[src/rtl/mem_access_unit_pkg.sv]
// Shared definitions for the memory-stage access sequencer: opcodes, access sizes, FSM states.
// Opcode helpers are the single point of truth for load/store classification.
package mem_access_unit_pkg;

  localparam logic [5:0] o_lb  = 6'h20;
  localparam logic [5:0] o_lh  = 6'h21;
  localparam logic [5:0] o_lw  = 6'h23;
  localparam logic [5:0] o_lbu = 6'h24;
  localparam logic [5:0] o_lhu = 6'h25;
  localparam logic [5:0] o_sb  = 6'h28;
  localparam logic [5:0] o_sh  = 6'h29;
  localparam logic [5:0] o_sw  = 6'h2b;

  typedef enum logic [1:0] {sz_none = 2'd0, sz_b = 2'd1, sz_h = 2'd2, sz_w = 2'd3} acc_size_e;

  typedef enum logic [1:0] {s_idle = 2'd0, s_req = 2'd1, s_done = 2'd2} state_e;

  function automatic acc_size_e opcode_size(input logic [5:0] op);
    acc_size_e sz;
    case (op)
      o_lw, o_sw:        sz = sz_w;
      o_lh, o_lhu, o_sh: sz = sz_h;
      o_lb, o_lbu, o_sb: sz = sz_b;
      default:           sz = sz_none;
    endcase
    return sz;
  endfunction

  function automatic logic opcode_is_store(input logic [5:0] op);
    logic st;
    case (op)
      o_sw, o_sh, o_sb: st = 1'b1;
      default:          st = 1'b0;
    endcase
    return st;
  endfunction

  function automatic logic opcode_is_load(input logic [5:0] op);
    logic ld;
    case (op)
      o_lw, o_lh, o_lhu, o_lb, o_lbu: ld = 1'b1;
      default:                        ld = 1'b0;
    endcase
    return ld;
  endfunction

endpackage

[src/rtl/mem_lane_gen.sv]
// Combinational lane decoder: byte enables, replicated store data and alignment check
// derived from the opcode and the low address bits.
module mem_lane_gen
  import mem_access_unit_pkg::*;
(
  input  logic [5:0]  opcode,
  input  logic [1:0]  addr_lo,
  input  logic [31:0] wdata_in,
  output logic [3:0]  be,
  output logic [31:0] wdata,
  output logic        misalign,
  output logic        is_load,
  output logic        is_store
);

  acc_size_e size_s;

  // Size-dependent lane selection and alignment rule
  always_comb begin
    size_s   = opcode_size(opcode);
    is_load  = opcode_is_load(opcode);
    is_store = opcode_is_store(opcode);
    be       = 4'b0000;
    wdata    = 32'h0000_0000;
    misalign = 1'b0;
    case (size_s)
      sz_w: begin
        be       = 4'b1111;
        wdata    = wdata_in;
        misalign = (addr_lo != 2'b00);
      end
      sz_h: begin
        be       = addr_lo[1] ? 4'b1100 : 4'b0011;
        wdata    = {2{wdata_in[15:0]}};
        misalign = addr_lo[0];
      end
      sz_b: begin
        be       = 4'b0001 << addr_lo;
        wdata    = {4{wdata_in[7:0]}};
        misalign = 1'b0;
      end
      default: begin
        be       = 4'b0000;
        wdata    = 32'h0000_0000;
        misalign = 1'b0;
      end
    endcase
  end

endmodule

[src/rtl/mem_access_unit.sv]
// Memory-stage access sequencer: issues one registered req/ack transaction per accepted start,
// latches load data as the MDR, and reports misalignment and memory timeouts with done.
module mem_access_unit
  import mem_access_unit_pkg::*;
#(
  parameter int TIMEOUT = 16
) (
  input  logic        clk,
  input  logic        rst,
  input  logic        start,
  input  logic [5:0]  opcode,
  input  logic [31:0] addr,
  input  logic [31:0] wdata_in,
  output logic        busy,
  output logic        done,
  output logic        misalign,
  output logic        timeout_err,
  output logic [31:0] mdr_out,
  output logic [3:0]  be_out,
  output logic        mem_req,
  output logic        mem_we,
  output logic [29:0] mem_addr,
  output logic [3:0]  mem_be,
  output logic [31:0] mem_wdata,
  input  logic [31:0] mem_rdata,
  input  logic        mem_ack
);

  localparam int CW = $clog2(TIMEOUT + 1);
  // Counter holds completed wait cycles; the last REQ cycle is reached at TIMEOUT-1.
  localparam logic [CW-1:0] cnt_last = CW'(TIMEOUT - 1);
  localparam logic [CW-1:0] cnt_one  = CW'(1);

  logic [3:0]  lane_be_s;
  logic [31:0] lane_wdata_s;
  logic        lane_misalign_s, is_load_s, is_store_s, accept_s;

  mem_lane_gen u_lane (
    .opcode   (opcode),
    .addr_lo  (addr[1:0]),
    .wdata_in (wdata_in),
    .be       (lane_be_s),
    .wdata    (lane_wdata_s),
    .misalign (lane_misalign_s),
    .is_load  (is_load_s),
    .is_store (is_store_s)
  );

  state_e        state_r, state_s;
  logic [CW-1:0] wait_cnt_r, wait_cnt_s;
  logic          busy_r, busy_s, done_r, done_s, mis_r, mis_s, tmo_r, tmo_s;
  logic [31:0]   mdr_r, mdr_s, mem_wdata_r, mem_wdata_s;
  logic [3:0]    be_out_r, be_out_s, mem_be_r, mem_be_s;
  logic          mem_req_r, mem_req_s, mem_we_r, mem_we_s;
  logic [29:0]   mem_addr_r, mem_addr_s;

  assign accept_s = start && (state_r == s_idle) && (is_load_s || is_store_s);

  // Next-state and next-output computation; everything holds unless a transition says otherwise
  always_comb begin
    state_s     = state_r;
    wait_cnt_s  = wait_cnt_r;
    busy_s      = busy_r;
    done_s      = 1'b0;
    mis_s       = 1'b0;
    tmo_s       = 1'b0;
    mdr_s       = mdr_r;
    be_out_s    = be_out_r;
    mem_req_s   = mem_req_r;
    mem_we_s    = mem_we_r;
    mem_addr_s  = mem_addr_r;
    mem_be_s    = mem_be_r;
    mem_wdata_s = mem_wdata_r;
    case (state_r)
      s_idle: begin
        if (accept_s) begin
          busy_s = 1'b1;
          if (lane_misalign_s) begin
            state_s = s_done;
            done_s  = 1'b1;
            mis_s   = 1'b1;
          end else begin
            state_s     = s_req;
            wait_cnt_s  = '0;
            mem_req_s   = 1'b1;
            mem_we_s    = is_store_s;
            mem_addr_s  = addr[31:2];
            mem_be_s    = lane_be_s;
            mem_wdata_s = lane_wdata_s;
          end
        end else begin
          state_s = s_idle;
        end
      end
      s_req: begin
        if (mem_ack) begin
          state_s   = s_done;
          mem_req_s = 1'b0;
          done_s    = 1'b1;
          if (!mem_we_r) begin
            mdr_s    = mem_rdata;
            be_out_s = mem_be_r;
          end else begin
            mdr_s    = mdr_r;
          end
        end else if (wait_cnt_r == cnt_last) begin
          state_s   = s_done;
          mem_req_s = 1'b0;
          done_s    = 1'b1;
          tmo_s     = 1'b1;
        end else begin
          wait_cnt_s = wait_cnt_r + cnt_one;
        end
      end
      s_done: begin
        state_s = s_idle;
        busy_s  = 1'b0;
      end
      default: begin
        state_s   = s_idle;
        busy_s    = 1'b0;
        mem_req_s = 1'b0;
      end
    endcase
  end

  // State and registered-output update with synchronous active-low reset
  always_ff @(posedge clk) begin
    if (!rst) begin
      state_r     <= s_idle;
      wait_cnt_r  <= '0;
      busy_r      <= 1'b0;
      done_r      <= 1'b0;
      mis_r       <= 1'b0;
      tmo_r       <= 1'b0;
      mdr_r       <= 32'h0000_0000;
      be_out_r    <= 4'b0000;
      mem_req_r   <= 1'b0;
      mem_we_r    <= 1'b0;
      mem_addr_r  <= 30'h0000_0000;
      mem_be_r    <= 4'b0000;
      mem_wdata_r <= 32'h0000_0000;
    end else begin
      state_r     <= state_s;
      wait_cnt_r  <= wait_cnt_s;
      busy_r      <= busy_s;
      done_r      <= done_s;
      mis_r       <= mis_s;
      tmo_r       <= tmo_s;
      mdr_r       <= mdr_s;
      be_out_r    <= be_out_s;
      mem_req_r   <= mem_req_s;
      mem_we_r    <= mem_we_s;
      mem_addr_r  <= mem_addr_s;
      mem_be_r    <= mem_be_s;
      mem_wdata_r <= mem_wdata_s;
    end
  end

  assign busy        = busy_r;
  assign done        = done_r;
  assign misalign    = mis_r;
  assign timeout_err = tmo_r;
  assign mdr_out     = mdr_r;
  assign be_out      = be_out_r;
  assign mem_req     = mem_req_r;
  assign mem_we      = mem_we_r;
  assign mem_addr    = mem_addr_r;
  assign mem_be      = mem_be_r;
  assign mem_wdata   = mem_wdata_r;

endmodule

[config.mk]
export PLATFORM = sky130hd
export DESIGN_NAME = mem_access_unit
export DESIGN_NICKNAME = d
export VERILOG_FILES = /design/src/rtl/mem_access_unit_pkg.sv /design/src/rtl/mem_lane_gen.sv /design/src/rtl/mem_access_unit.sv
export SDC_FILE = /design/constraint.sdc
export NUM_CORES = 1
export LEC_CHECK = 0
export ABC_AREA = 1
export BUFFER_PORTS_ARGS = -buffer_cell sky130_fd_sc_hd__buf_2
export CAP_MARGIN = 20
export CORE_AREA = 4 4 166 88
export DETAILED_ROUTE_END_ITERATION = 16
export DIE_AREA = 0 0 170 92
export SYNTH_ARGS = -nofsm -noshare
export SYNTH_HDL_FRONTEND = slang
export SYNTH_SLANG_ARGS = --single-unit
[constraint.sdc]
create_clock -name clk -period 2.8 [get_ports clk]
set_input_delay 0.42 -clock clk [delete_from_list [all_inputs] [get_ports clk]]
set_output_delay 0.42 -clock clk [all_outputs]
set_load 0.01 [all_outputs]
* Yosys cells after proc, flatten, opt, wreduce, memory -nomap -nowiden
Cells that the tools add are included.
Storage, ports and cells: flip-flop bits (word level) 115, bits of input ports 106, output and inout bits 108
Operators by class: bitwise operators 5, reductions and logical operators 18, muxes and demuxes 29, shift operators 1, equal/unequal tests 19, $add $sub $neg 1
Operator list (number):
- $pmux W32 S3 | 1
- $eq A6 B6 Y1 const B | 8
- $mux W5 | 4
- $pmux W4 S3 | 1
- $reduce_or A3 Y1 | 4
- $mux W1 | 11
- $pmux W5 S2 | 1
- $mux W2 | 4
- $ne A2 B2 Y1 const B | 4
- $eq A2 B2 Y1 const B | 3
- $pmux W1 S2 | 3
- $pmux W2 S3 | 1
- $reduce_and A3 Y1 | 2
- $add A5 B1 Y5 const B | 1
- $eq A5 B4 Y1 const B | 1
- $not A1 Y1 | 5
- $reduce_and A5 Y1 | 1
- $reduce_or A5 Y1 | 1
- $eq A2 B1 Y1 const B | 2
- $mux W4 | 1
- $pmux W2 S2 | 1
- $reduce_and A2 Y1 | 2
- $reduce_and A4 Y1 | 1
- $reduce_bool A2 Y1 | 2
- 7 further kinds | 8

* Longest topological paths before layout
Gate-level depths: netlist of the first run.
word-level depth 8, depth in mapped cells 12

* By module
From an unflattened synthesis of the first run, not the netlist that was laid out.
Unflattened totals: cells, all modules 659, area total of the unflattened synthesis 4834.6 um^2
By module, submodules not included:
- mem_access_unit | area an instance 4107.7 um^2, cells each 525, times used 1
- mem_lane_gen | area an instance 726.9 um^2, cells each 134, times used 1

* Worst setup path before layout of the first run
No wires, ideal clock.
path kind reg2reg, start register wait_cnt_r[0], end register wait_cnt_r[1], stages on the path, launching flop included 10, setup time 113 ps, buffers on the path 0, arrival time 1511 ps, slack 1176 ps, data required time 2687 ps, path through dfxtp_1 > ha_1 > and3_1 > ha_1 > nor2_1 > inv_1 > nor2_1 > nor2_1 > nor2_1 > nor2_1
Between the ends: longest elaborated chain between the ends 4, elaborated cells between the ends (all ways) 7, those cells by class add/sub: 1; eq/ne: 2; mux: 3; reduce/logical: 1
RTL lines:
- start: declaration | line mem_access_unit.sv:50 | logic [CW-1:0] wait_cnt_r, wait_cnt_s;
- start signal: assignment | line mem_access_unit.sv:145 | wait_cnt_r <= wait_cnt_s;
- $add A5 B1 Y5 | line mem_access_unit.sv:112 | wait_cnt_s = wait_cnt_r + cnt_one;
- $mux W5 | line mem_access_unit.sv:106 | end else if (wait_cnt_r == cnt_last) begin
- $mux W5 | line mem_access_unit.sv:96 | if (mem_ack) begin
- $pmux W5 S2 | line mem_access_unit.sv:74 | case (state_r)
Parallel ways exist; a longest one is shown, timed or not. The select of a mux whose other input is x is not followed. A chain may end at the register's enable or synchronous reset.

* Worst setup path after layout of the first run
Ends and elaborated chain as after synthesis.

==> out/metrics.yaml, run 1 <==
sta:
  fin_crit_ns: 1.91
  clock.fmax_mhz: 523
  tightest_slew_ns: 0.938
  final.setup.tns_ns: 0
  clock_skew_ns: 0.0107
  rsz0062_at_grt: "false"
  final-hold-violation-count: 0
  finalSetupViolCount: 0
  maxSlewViolCount: 0
  finalCritPeriodShare_pct: 68.4
  holdWs_ns: 0.248
  relSlewSlack_pct: 37.4
floorplanning:
  die_y_um: 92
  die_w_um: 170
  ios: 214
  fp.coreArea_um2: 13200
  initial_core_util_pct: 34.1
  dieArea_um2: 15600
  rows: 30
synthesis:
  synth_common_cells: "155 x nor2_1, 115 x dfxtp_1, 94 x o21ai_0"
  synth_ff_type: "dfxtp_1"
  ys_types: 34
  netlist_instances: 594
  synth-seq-cells: 115
  synth.most_common_cell: "nor2_1"
  synth_area_leaders: "dfxtp_1 51%, nor2_1 13%, o21ai_0 10%"
  synth_edf_count: 0
  yosysWarnings: 0
  synth_top_area_share_pct: 51.2
  syn_area_per_cell_um2: 7.56
  synthArstFlopShare_pct: 0
  synth_nets: 702
  netlist_area_um2: 4490
  seq_area_frac_synth_pct: 51.2
  yosysTopAreaCell: "dfxtp_1"
clock_tree:
  cts_buffer_depth: 2
  cts_setup_buffers: 0
  ctsHoldBuffers: 0
  cts-htree-levels: 4
  numCtsBuffers: 17
  clock_latency_ns: 0.40
  clk_pin_slew_ns: 0.05
  cts_tree: "built"
  clkSinkCount: 115
  cts_root_buffer: "clkbuf_16"
  cts_resized: 0
power:
  leakage_uw: 0.00321
  sw_frac_of_total_pct: 23.0
  combPwrFrac_pct: 7.3
  seq_power_share_pct: 42.9
  power.switching_uw: 910
  p_per_area_nw_per_um2: 638
  p_int_uw: 3040
  ir_drop_mv: 0.262
  clkPwrFrac_pct: 49.8
worst_setup_path:
  cpMostUsedCell: "nor2_1"
  crit_path_max_incr_delay_ns: 0.34
  crit_chain: "ha_1, and3_1, ha_1, nor2_1, inv_1, nor2_1, nor2_1, nand2_1, nand2_1, nor2_1"
  worstPathMaxFanout: 5
  critPathLaunchType: "register"
  path_class: "register to register"
  cp_slowest_cell: "dfxtp_1"
  worst_r2r_path_depth: 10
  path_depth: 10
  cp.required_ns: 3.12
  crit_buf_inv: 1
  worstPathArrival_ns: 2.24
  critPathTopFamily: "simple AND/OR/NAND/NOR gates"
  cp-end-kind: "register"
global_route:
  grt_max_degree: 81
  grt_pass1_vias: 4103
  track_usage_pct: 17.5
  grt.overflow.total: 0
  grt_first_pass_wirelength_um: 21900
  antenna_found_initial: 1
detailed_routing:
  drt_iter0_drc: 342
  num_vias: 4568
  wl_per_cell_um: 14.5
  wl_um: 14300
  ant_nets: 0
  viasPerCell: 4.63
  remaining_drc_errors: 0
  dr.pass1.iters: 5
placement:
  portBuffers: 213
  gp_congestion: 0.935
  dp_hpwl_um: 10600
cells_and_area:
  area_growth_pct: 37.8
  fin_nets: 906
  drive_gt1_share_pct: 32.6
hold_path:
  min_path_type: "primary input to register"
  hold_depth: 3
run:
  cap_violations: 0
run_status:
  status: "finished clean"
[logic make-up after synthesis]
kind of cell / after synthesis / synth area share [%]
xor+xnor: 2 / 0.390
flops: 115 / 51.2
fa+ha+maj: 2 / 0.557
buf+inv: 64 / 6.49
compound gates: 147 / 17.0
simple gates: 263 / 24.1
mux: 1 / 0.223
[worst reg2reg max path: stages (launching register included)]
cell and delay [ns]:
dfxtp_1 0.34, ha_1 0.24, and3_1 0.19, ha_1 0.19, nor2_1 0.17, inv_1 0.07, nor2_1 0.24, nor2_1 0.16
nand2_1 0.09, nand2_1 0.05, nor2_1 0.11
[state kept, by name, summed over array words and instances (netlist names)]
signal,cells
mem_be,4
timeout_err,1
mem_addr,30
state_r,2
misalign,1
mdr_out,32
busy,1
done,1
mem_req,1
mem_we,1
wait_cnt_r,5
mem_wdata,32
be_out,4
[area by class of cell]
cell class | instances | area [um^2]
clock buffers | 20 | 457
well taps | 176 | 220
inverters | 31 | 116
flip-flops and latches | 115 | 2300
multi-input cells | 415 | 1900
fillers | 1293 | 6980
repair buffers | 218 | 1100
diodes | 1 | 2.50
clock inverters | 10 | 86.3
[placed cells by master, fill, tap and decap left out, types with 2 or more instances in the layout]
master,instances
buf_2,213
nor2_1,155
dfxtp_1,115
o21ai_0,94
nand2_1,79
inv_1,30
a21oi_1,30
clkbuf_16,17
o21ai_1,12
nand3_1,11
clkinv_2,5
buf_4,5
nand2_2,4
o211ai_1,3
nor3_1,3
clkinvlp_4,3
nor2_2,2
nand2_4,2
a21boi_0,2
or2_2,2
ha_1,2
clkbuf_8,2
[routing by layer]
metal | routed length [um] | vias up | track usage, %
met5 | 0 | - | 0
met4 | 90 | 0 | 4.78
met3 | 1580 | 7 | 8.01
met2 | 5330 | 188 | 22.0
met1 | 7270 | 2040 | 26.2
li1 | - | 2333 | -
[power by group through the flow]
stage	Clock [uW]	Combinational (uW)	Sequential (uW)
after floorplan	0	124	1750
after global placement	0	291	1730
after detailed placement	0	288	1730
after CTS	2020	289	1700
after global routing	2100	323	1700
final	1970	289	1700
[through the flow]
stage	setup WS, ns	cells	utilization [%]	power [uW]	area (um^2)
after global routing	0.647	985	47.0	4120	6190
after CTS	0.886	985	47.0	4010	6190
final	0.886	986	47.0	3950	6190
after detailed placement	0.532	955	42.9	2020	5650
after global placement	0.647	955	42.9	2020	5650
after floorplan	1.18	594	-	1870	4490
[final timing paths]
kind | start | end | slack (ns)
worst min register to register | mem_wdata[22]$_SDFFE_PN0P_ | mem_wdata[22]$_SDFFE_PN0P_ | 0.46
worst max register to register | wait_cnt_r[0]$_SDFFE_PN0P_ | wait_cnt_r[1]$_SDFFE_PN0P_ | 0.89
worst max-delay path | wait_cnt_r[0]$_SDFFE_PN0P_ | wait_cnt_r[1]$_SDFFE_PN0P_ | 0.89
worst min-delay path | mem_rdata[14] | mdr_out[14]$_SDFFE_PN0P_ | 0.25
(Power assumes the default switching activity.)
==> run 2, diff against run 1 <==
--- a/config.mk
+++ b/config.mk
@@ -5,12 +5,12 @@
 export SDC_FILE = /design/constraint.sdc
 export NUM_CORES = 1
 export LEC_CHECK = 0
-export ABC_AREA = 1
+export ABC_AREA = 0
 export BUFFER_PORTS_ARGS = -buffer_cell sky130_fd_sc_hd__buf_2
 export CAP_MARGIN = 20
-export CORE_AREA = 4 4 166 88
+export CORE_AREA = 4 4 164 87
 export DETAILED_ROUTE_END_ITERATION = 16
-export DIE_AREA = 0 0 170 92
+export DIE_AREA = 0 0 168 91
 export SYNTH_ARGS = -nofsm -noshare
 export SYNTH_HDL_FRONTEND = slang
 export SYNTH_SLANG_ARGS = --single-unit
==> constraint.sdc (replaced) <==
create_clock -name clk -period 1.9 [get_ports clk]
set_input_delay 0.285 -clock clk [delete_from_list [all_inputs] [get_ports clk]]
set_output_delay 0.285 -clock clk [all_outputs]
set_load 0.01 [all_outputs]
==> run 2 against run 1 <==
Effect of this change: count of clock-buffer cells in the layout increased by 2; cell count decreased by 5.5%; cell area increased by 2.9%; sequential share of layout area decreased by 1.1 points; die area decreased by 2.3%; critical endpoint is now wait_cnt_r[3]$_SDFFE_PN0P_.
==> out/metrics.yaml, run 2 <==
cells_and_area:
  antenna_cells: 0
  area_growth_pct: 44.3
  layout_common_cells: "213 x buf_2, 154 x nand2_1, 115 x dfxtp_1"
  fin_nets: 857
  mostFrequentLayoutCell: "buf_2"
  drive_gt1_share_pct: 35.7
  final_cells: 932
  ff_latch_area_um2: 2300
  fillers: 1241
  multi_input_area_um2: 1950
sta:
  finalSetupViolCount: 0
  rsz0062_at_grt: "false"
  clock_skew_ns: 0.0123
  final-hold-violation-count: 0
  fin_crit_ns: 1.66
  finalCritPeriodShare_pct: 87.3
  clock.fmax_mhz: 603
  maxSlewViolCount: 0
  relSlewSlack_pct: 59.6
  tightest_slew_ns: 0.604
  worst_slack_ns: 0.241
detailed_routing:
  dr.pass1.iters: 4
  viasPerCell: 4.79
  wl_per_cell_um: 14.6
  drt_iter0_drc: 236
  wl_um: 13600
  remaining_drc_errors: 0
  ant_nets: 0
  num_vias: 4462
synthesis:
  synth_fa_ha_area_share_pct: 0.567
  synth_common_cells: "154 x nand2_1, 115 x dfxtp_1, 79 x a21oi_1"
  synth-simple-area-share_pct: 23.7
  synth.most_common_cell: "nand2_1"
  ys_types: 43
  synthXorXnorAreaFrac_pct: 0.793
  synth_mux_area_share_pct: 1.22
  synth_ff_type: "dfxtp_1"
  netlist_area_um2: 4420
  syn_area_per_cell_um2: 8.22
  synth_top_family_by_area: "simple AND/OR/NAND/NOR gates"
  netlist_instances: 537
  seq_area_frac_synth_pct: 52.1
  synth-seq-cells: 115
  yosysTopAreaCell: "dfxtp_1"
  yosysWarnings: 0
  synth_nets: 645
  synth_edf_count: 0
  synth_top_area_share_pct: 52.1
  synth-compound-area-share_pct: 17.3
  synthArstFlopShare_pct: 0
  synth_area_leaders: "dfxtp_1 52%, nand2_1 13%, a21oi_1 9.0%"
worst_setup_path:
  path_class: "register to register"
  worst_r2r_path_depth: 7
  crit_path_max_incr_delay_ns: 0.33
  cp-startpoint: "wait_cnt_r[0]$_SDFFE_PN0P_"
  crit_chain: "ha_1, and3_1, ha_1, nor3_4, nand4_1, xor2_1, nor2_1"
  cp-end-kind: "register"
  cpMostUsedCell: "ha_1"
  cp.required_ns: 2.18
  r2r_slack_ns: 0.24
  r2r-start: "wait_cnt_r[0]$_SDFFE_PN0P_"
  r2r_end: "wait_cnt_r[3]$_SDFFE_PN0P_"
  critPathLaunchType: "register"
  cp_slowest_cell: "dfxtp_1"
  worstPathArrival_ns: 1.94
  worstPathMaxFanout: 4
clock_tree:
  clk_pin_slew_ns: 0.06
  cts-htree-levels: 4
  cts_tree: "built"
  cts_root_buffer: "clkbuf_16"
  numCtsBuffers: 17
  clkSinkCount: 115
  cts_setup_buffers: 0
  clock_latency_ns: 0.40
  cts_buffer_depth: 2
floorplanning:
  rows: 29
  ios: 214
  fp.coreArea_um2: 12600
  die_w_um: 168
  dieArea_um2: 15300
  initial_core_util_pct: 35.1
  die_y_um: 91
global_route:
  grt_first_pass_wirelength_um: 21800
  antenna_found_initial: 0
  track_usage_pct: 17.3
  grt_max_degree: 37
  grt_pass1_vias: 4209
  grt.overflow.total: 0
run_status:
  status: "finished clean"
placement:
  place_ws_ns: -0.0179
  dp_hpwl_um: 9830
  portBuffers: 213
  gp_congestion: 0.760
  dp.cells: 900
run:
  cap_violations: 0
hold_path:
  min_path_type: "primary input to register"
  min_from: "addr[26]"
  hold_depth: 3
  hold_path_end: "mem_addr[24]$_SDFFE_PN0P_"
power:
  ir_drop_mv: 0.502
  leakage_uw: 0.00278
  p_per_area_nw_per_um2: 943
run 2: changes by cell type in the layout (fill, tap and decap cells not counted), sizes merged, moves of 17 or more:
| cell | previous run | this run |
|---|---|---|
| nand2 | 85 | 154 |
| inv | 31 | 2 |
| a21oi | 31 | 79 |
| nor2 | 159 | 35 |
| a221oi | 0 | 17 |
| o21ai | 107 | 4 |
| nor3 | 4 | 21 |
run 2: what timing repair did:
item,4_1_cts,5_1_grt
endpoints found under the hold margin,0,0
hold buffers,0,0
endpoints found under the setup margin,0,1
gates resized for setup,0,1
run 2: critical path: cells and delay by family (launching register included):
family                   cells  cell delay, ns
AND/OR/NAND/NOR              4            0.65
adder cells (fa/ha/maj)      2            0.45
flip-flops                   1            0.33
XOR/XNOR                     1            0.14
run 2: worst max path at each step:
stage / depth (start not counted) / to
floorplan: 7 / wait_cnt_r[3]$_SDFFE_PN0P_
global placement: 7 / mem_wdata[23]$_SDFFE_PN0P_
detailed placement: 7 / mem_wdata[30]$_SDFFE_PN0P_
CTS: 7 / wait_cnt_r[3]$_SDFFE_PN0P_
global route: 7 / wait_cnt_r[3]$_SDFFE_PN0P_
finish: 7 / wait_cnt_r[3]$_SDFFE_PN0P_
run 2: metrics by stage:
step           area, um^2  hold slack [ns]  util, %  TNS [ns]  total power, uW
6_report             6370            0.120     50.6         0             6010
5_1_grt              6370            0.114     50.6         0             6250
4_1_cts              6370            0.106     50.6         0             6080
3_5_place_dp         5790            0.444     46.0   -0.0377             3000
3_3_place_gp         5790            0.439     46.0         0             2990
2_1_floorplan        4420            0.362        -         0             2740
run 2: cell type report:
| cell class | count | area share, % |
|---|---|---|
| tap | 170 | 3.34 |
| sequential | 115 | 36.1 |
| timing repair buffer | 234 | 20.8 |
| multi-input combinational | 378 | 30.6 |
| clock inverter | 10 | 1.69 |
| clock buffer | 22 | 7.28 |
| inverter | 3 | 0.196 |
run 2: power breakdown:
group | switching, uW | internal (uW)
clock network | 1080 | 1990
registers | 24.4 | 2460
logic | 252 | 205
total | 1360 | 4650
run 2: kinds of logic (layout without fill, tap and decap cells):
kind of cell	Yosys count	after routing
XOR/XNOR	4	4
AND/OR/NAND/NOR	244	244
AO/OA/AOI/OAI	123	123
adder cells (fa/ha/maj)	2	2
flip-flops	115	115
buffers and inverters	44	269
multiplexers	5	5
run 2: per-layer routing:
layer / global-route usage, % / up-vias / wire [um]
li1: - / 2270 / -
met5: 0 / - / 0
met4: 5.87 / 0 / 155
met3: 4.64 / 12 / 935
met2: 28.9 / 138 / 6580
met1: 21.8 / 2042 / 5920
==> run 3, diff against run 2 <==
--- a/config.mk
+++ b/config.mk
@@ -11,6 +11,7 @@
 export CORE_AREA = 4 4 164 87
 export DETAILED_ROUTE_END_ITERATION = 16
 export DIE_AREA = 0 0 168 91
+export GPL_TIMING_DRIVEN = 0
 export SYNTH_ARGS = -nofsm -noshare
 export SYNTH_HDL_FRONTEND = slang
 export SYNTH_SLANG_ARGS = --single-unit
==> run 3 against run 2 <==
Effect of this change: hold slack better by 0.0025 ns; count of clock-buffer cells in the layout stayed put; sequential power hardly changed; flip-flop and latch count stayed put; cell count is 2.3% higher; utilization is 0.16 points higher; largest power group unchanged; via count is 3.8% higher; die area stayed put; worst setup slack worse by 0.14 ns; cell area is 0.31% higher; critical path depth stayed put; critical endpoint unchanged.
==> out/metrics.yaml, run 3 (synthesized netlist as in run 2, its figures left out) <==
run_status:
  status: "finished clean"
placement:
  dpl-instance-area_um2: 5690
  dp_hpwl_um: 11100
  dp.cells: 919
  gp_congestion: 0.816
  portBuffers: 212
worst_setup_path:
  critPathTopFamily: "simple AND/OR/NAND/NOR gates"
  worst_r2r_path_depth: 7
  crit_path_max_incr_delay_ns: 0.37
  critPathLaunchType: "register"
  endpoint: "wait_cnt_r[3]$_SDFFE_PN0P_"
  cp.required_ns: 2.19
  path_depth: 7
  r2r_slack_ns: 0.1
  cpMostUsedCell: "ha_1"
  r2r_end: "wait_cnt_r[3]$_SDFFE_PN0P_"
  cp-startpoint: "wait_cnt_r[0]$_SDFFE_PN0P_"
  crit_chain: "ha_1, and3_1, ha_1, nor3_4, nand4_1, xor2_1, nor2_1"
  cp-end-kind: "register"
  cp_slowest_cell: "nor3_4"
  worstPathArrival_ns: 2.09
  path_class: "register to register"
  worstPathMaxFanout: 8
  crit_buf_inv: 0
  r2r-start: "wait_cnt_r[0]$_SDFFE_PN0P_"
detailed_routing:
  dr.pass1.iters: 5
  ant_nets: 0
  remaining_drc_errors: 0
  wl_um: 14600
  viasPerCell: 4.86
  drt_iter0_drc: 313
  num_vias: 4633
  wl_per_cell_um: 15.3
clock_tree:
  cts-htree-levels: 4
  clkSinkCount: 115
  cts_root_buffer: "clkbuf_16"
  numCtsBuffers: 17
  cts_buffer_depth: 2
  clock_latency_ns: 0.40
  clk_pin_slew_ns: 0.05
  cts_tree: "built"
floorplanning:
  die_w_um: 168
  dieArea_um2: 15300
  die_y_um: 91
  rows: 29
  fp.coreArea_um2: 12600
  initial_core_util_pct: 35.1
  ios: 214
sta:
  clock_skew_ns: 0.00498
  fin_crit_ns: 1.80
  maxSlewViolCount: 0
  clock.fmax_mhz: 554
  relSlewSlack_pct: 52.6
  finalSetupViolCount: 0
  rsz0062_at_grt: "true"
  finalCritPeriodShare_pct: 94.9
  tightest_slew_ns: 0.711
  final-hold-violation-count: 0
power:
  p_per_area_nw_per_um2: 997
  leakage_uw: 0.00280
  ir_drop_mv: 0.462
global_route:
  grt_first_pass_wirelength_um: 23200
  grt.overflow.total: 0
  grt_max_degree: 17
  grt_pass1_vias: 4435
  antenna_found_initial: 1
  track_usage_pct: 18.8
cells_and_area:
  final_area_um2: 6390
  fin_nets: 879
  layout_common_cells: "220 x buf_2, 154 x nand2_1, 115 x dfxtp_1"
  area_growth_pct: 44.8
  drive_gt1_share_pct: 34.5
  mostFrequentLayoutCell: "buf_2"
  final_cells: 953
  antenna_cells: 0
run:
  cap_violations: 0
hold_path:
  min_from: "mem_rdata[20]"
  min_path_type: "primary input to register"
  hold_depth: 3
## run 3: per-stage QoR
step           setup TNS (ns)  total power [uW]  util, %  setup slack, ns  hold slack [ns]
2_1_floorplan               0              2740        -            0.170            0.362
3_3_place_gp           -12.00              2980     45.2           -0.347            0.439
3_5_place_dp           -12.04              2980     45.2           -0.349            0.444
4_1_cts                     0              6440     50.4           0.0289            0.105
5_1_grt              -0.00863              6620     50.8         -0.00863            0.108
6_report                    0              6370     50.8           0.0964            0.122
## run 3: tightest hold or removal path: stages
cell and delay [ns]:
buf_2 0.09, nand2_1 0.04, a21oi_1 0.05
## run 3: report_power, final
part | leakage [uW] | total, uW | internal [uW] | switching (uW)
combinational | 0.00156 | 452 | 190 | 262
clock | 0.000314 | 3430 | 2360 | 1080
sequential | 0.000930 | 2490 | 2460 | 23.1
## run 3: layout make-up
type,instances,area (um^2)
Buffer,41,190
Clock buffer,22,494
Clock inverter,9,150
Fill cell,1273,6200
Inverter,3,11.3
Multi-Input combinational cell,378,1950
Sequential cell,115,2300
Tap cell,170,213
Timing Repair Buffer,215,1080
## run 3: how the worst min path moves through the flow
stage / endpoint / slack (ns)
floorplan: timeout_err$_SDFF_PP0_ / 0.36
global placement: mdr_out[22]$_SDFFE_PN0P_ / 0.44
detailed placement: mem_addr[23]$_SDFFE_PN0P_ / 0.44
CTS: mem_addr[23]$_SDFFE_PN0P_ / 0.11
global route: mdr_out[19]$_SDFFE_PN0P_ / 0.11
finish: mdr_out[20]$_SDFFE_PN0P_ / 0.12
## run 3: timing repair
item / 4_1_cts / 5_1_grt
endpoints found under the setup margin: 59 / 54
hold buffers: 0 / 0
buffers inserted: 0 / 3
resized for setup: 3 / 11
endpoints found under the hold margin: 0 / 0
pin swaps: 0 / 2
## run 3: routing by layer
layer  routed length [um]  vias up  track usage [%]
li1                     -     2322                -
met1                 6180     2123             23.4
met2                 7030      165             31.0
met3                 1150       21             5.60
met4                  261        2             7.22
met5                    7        -                0
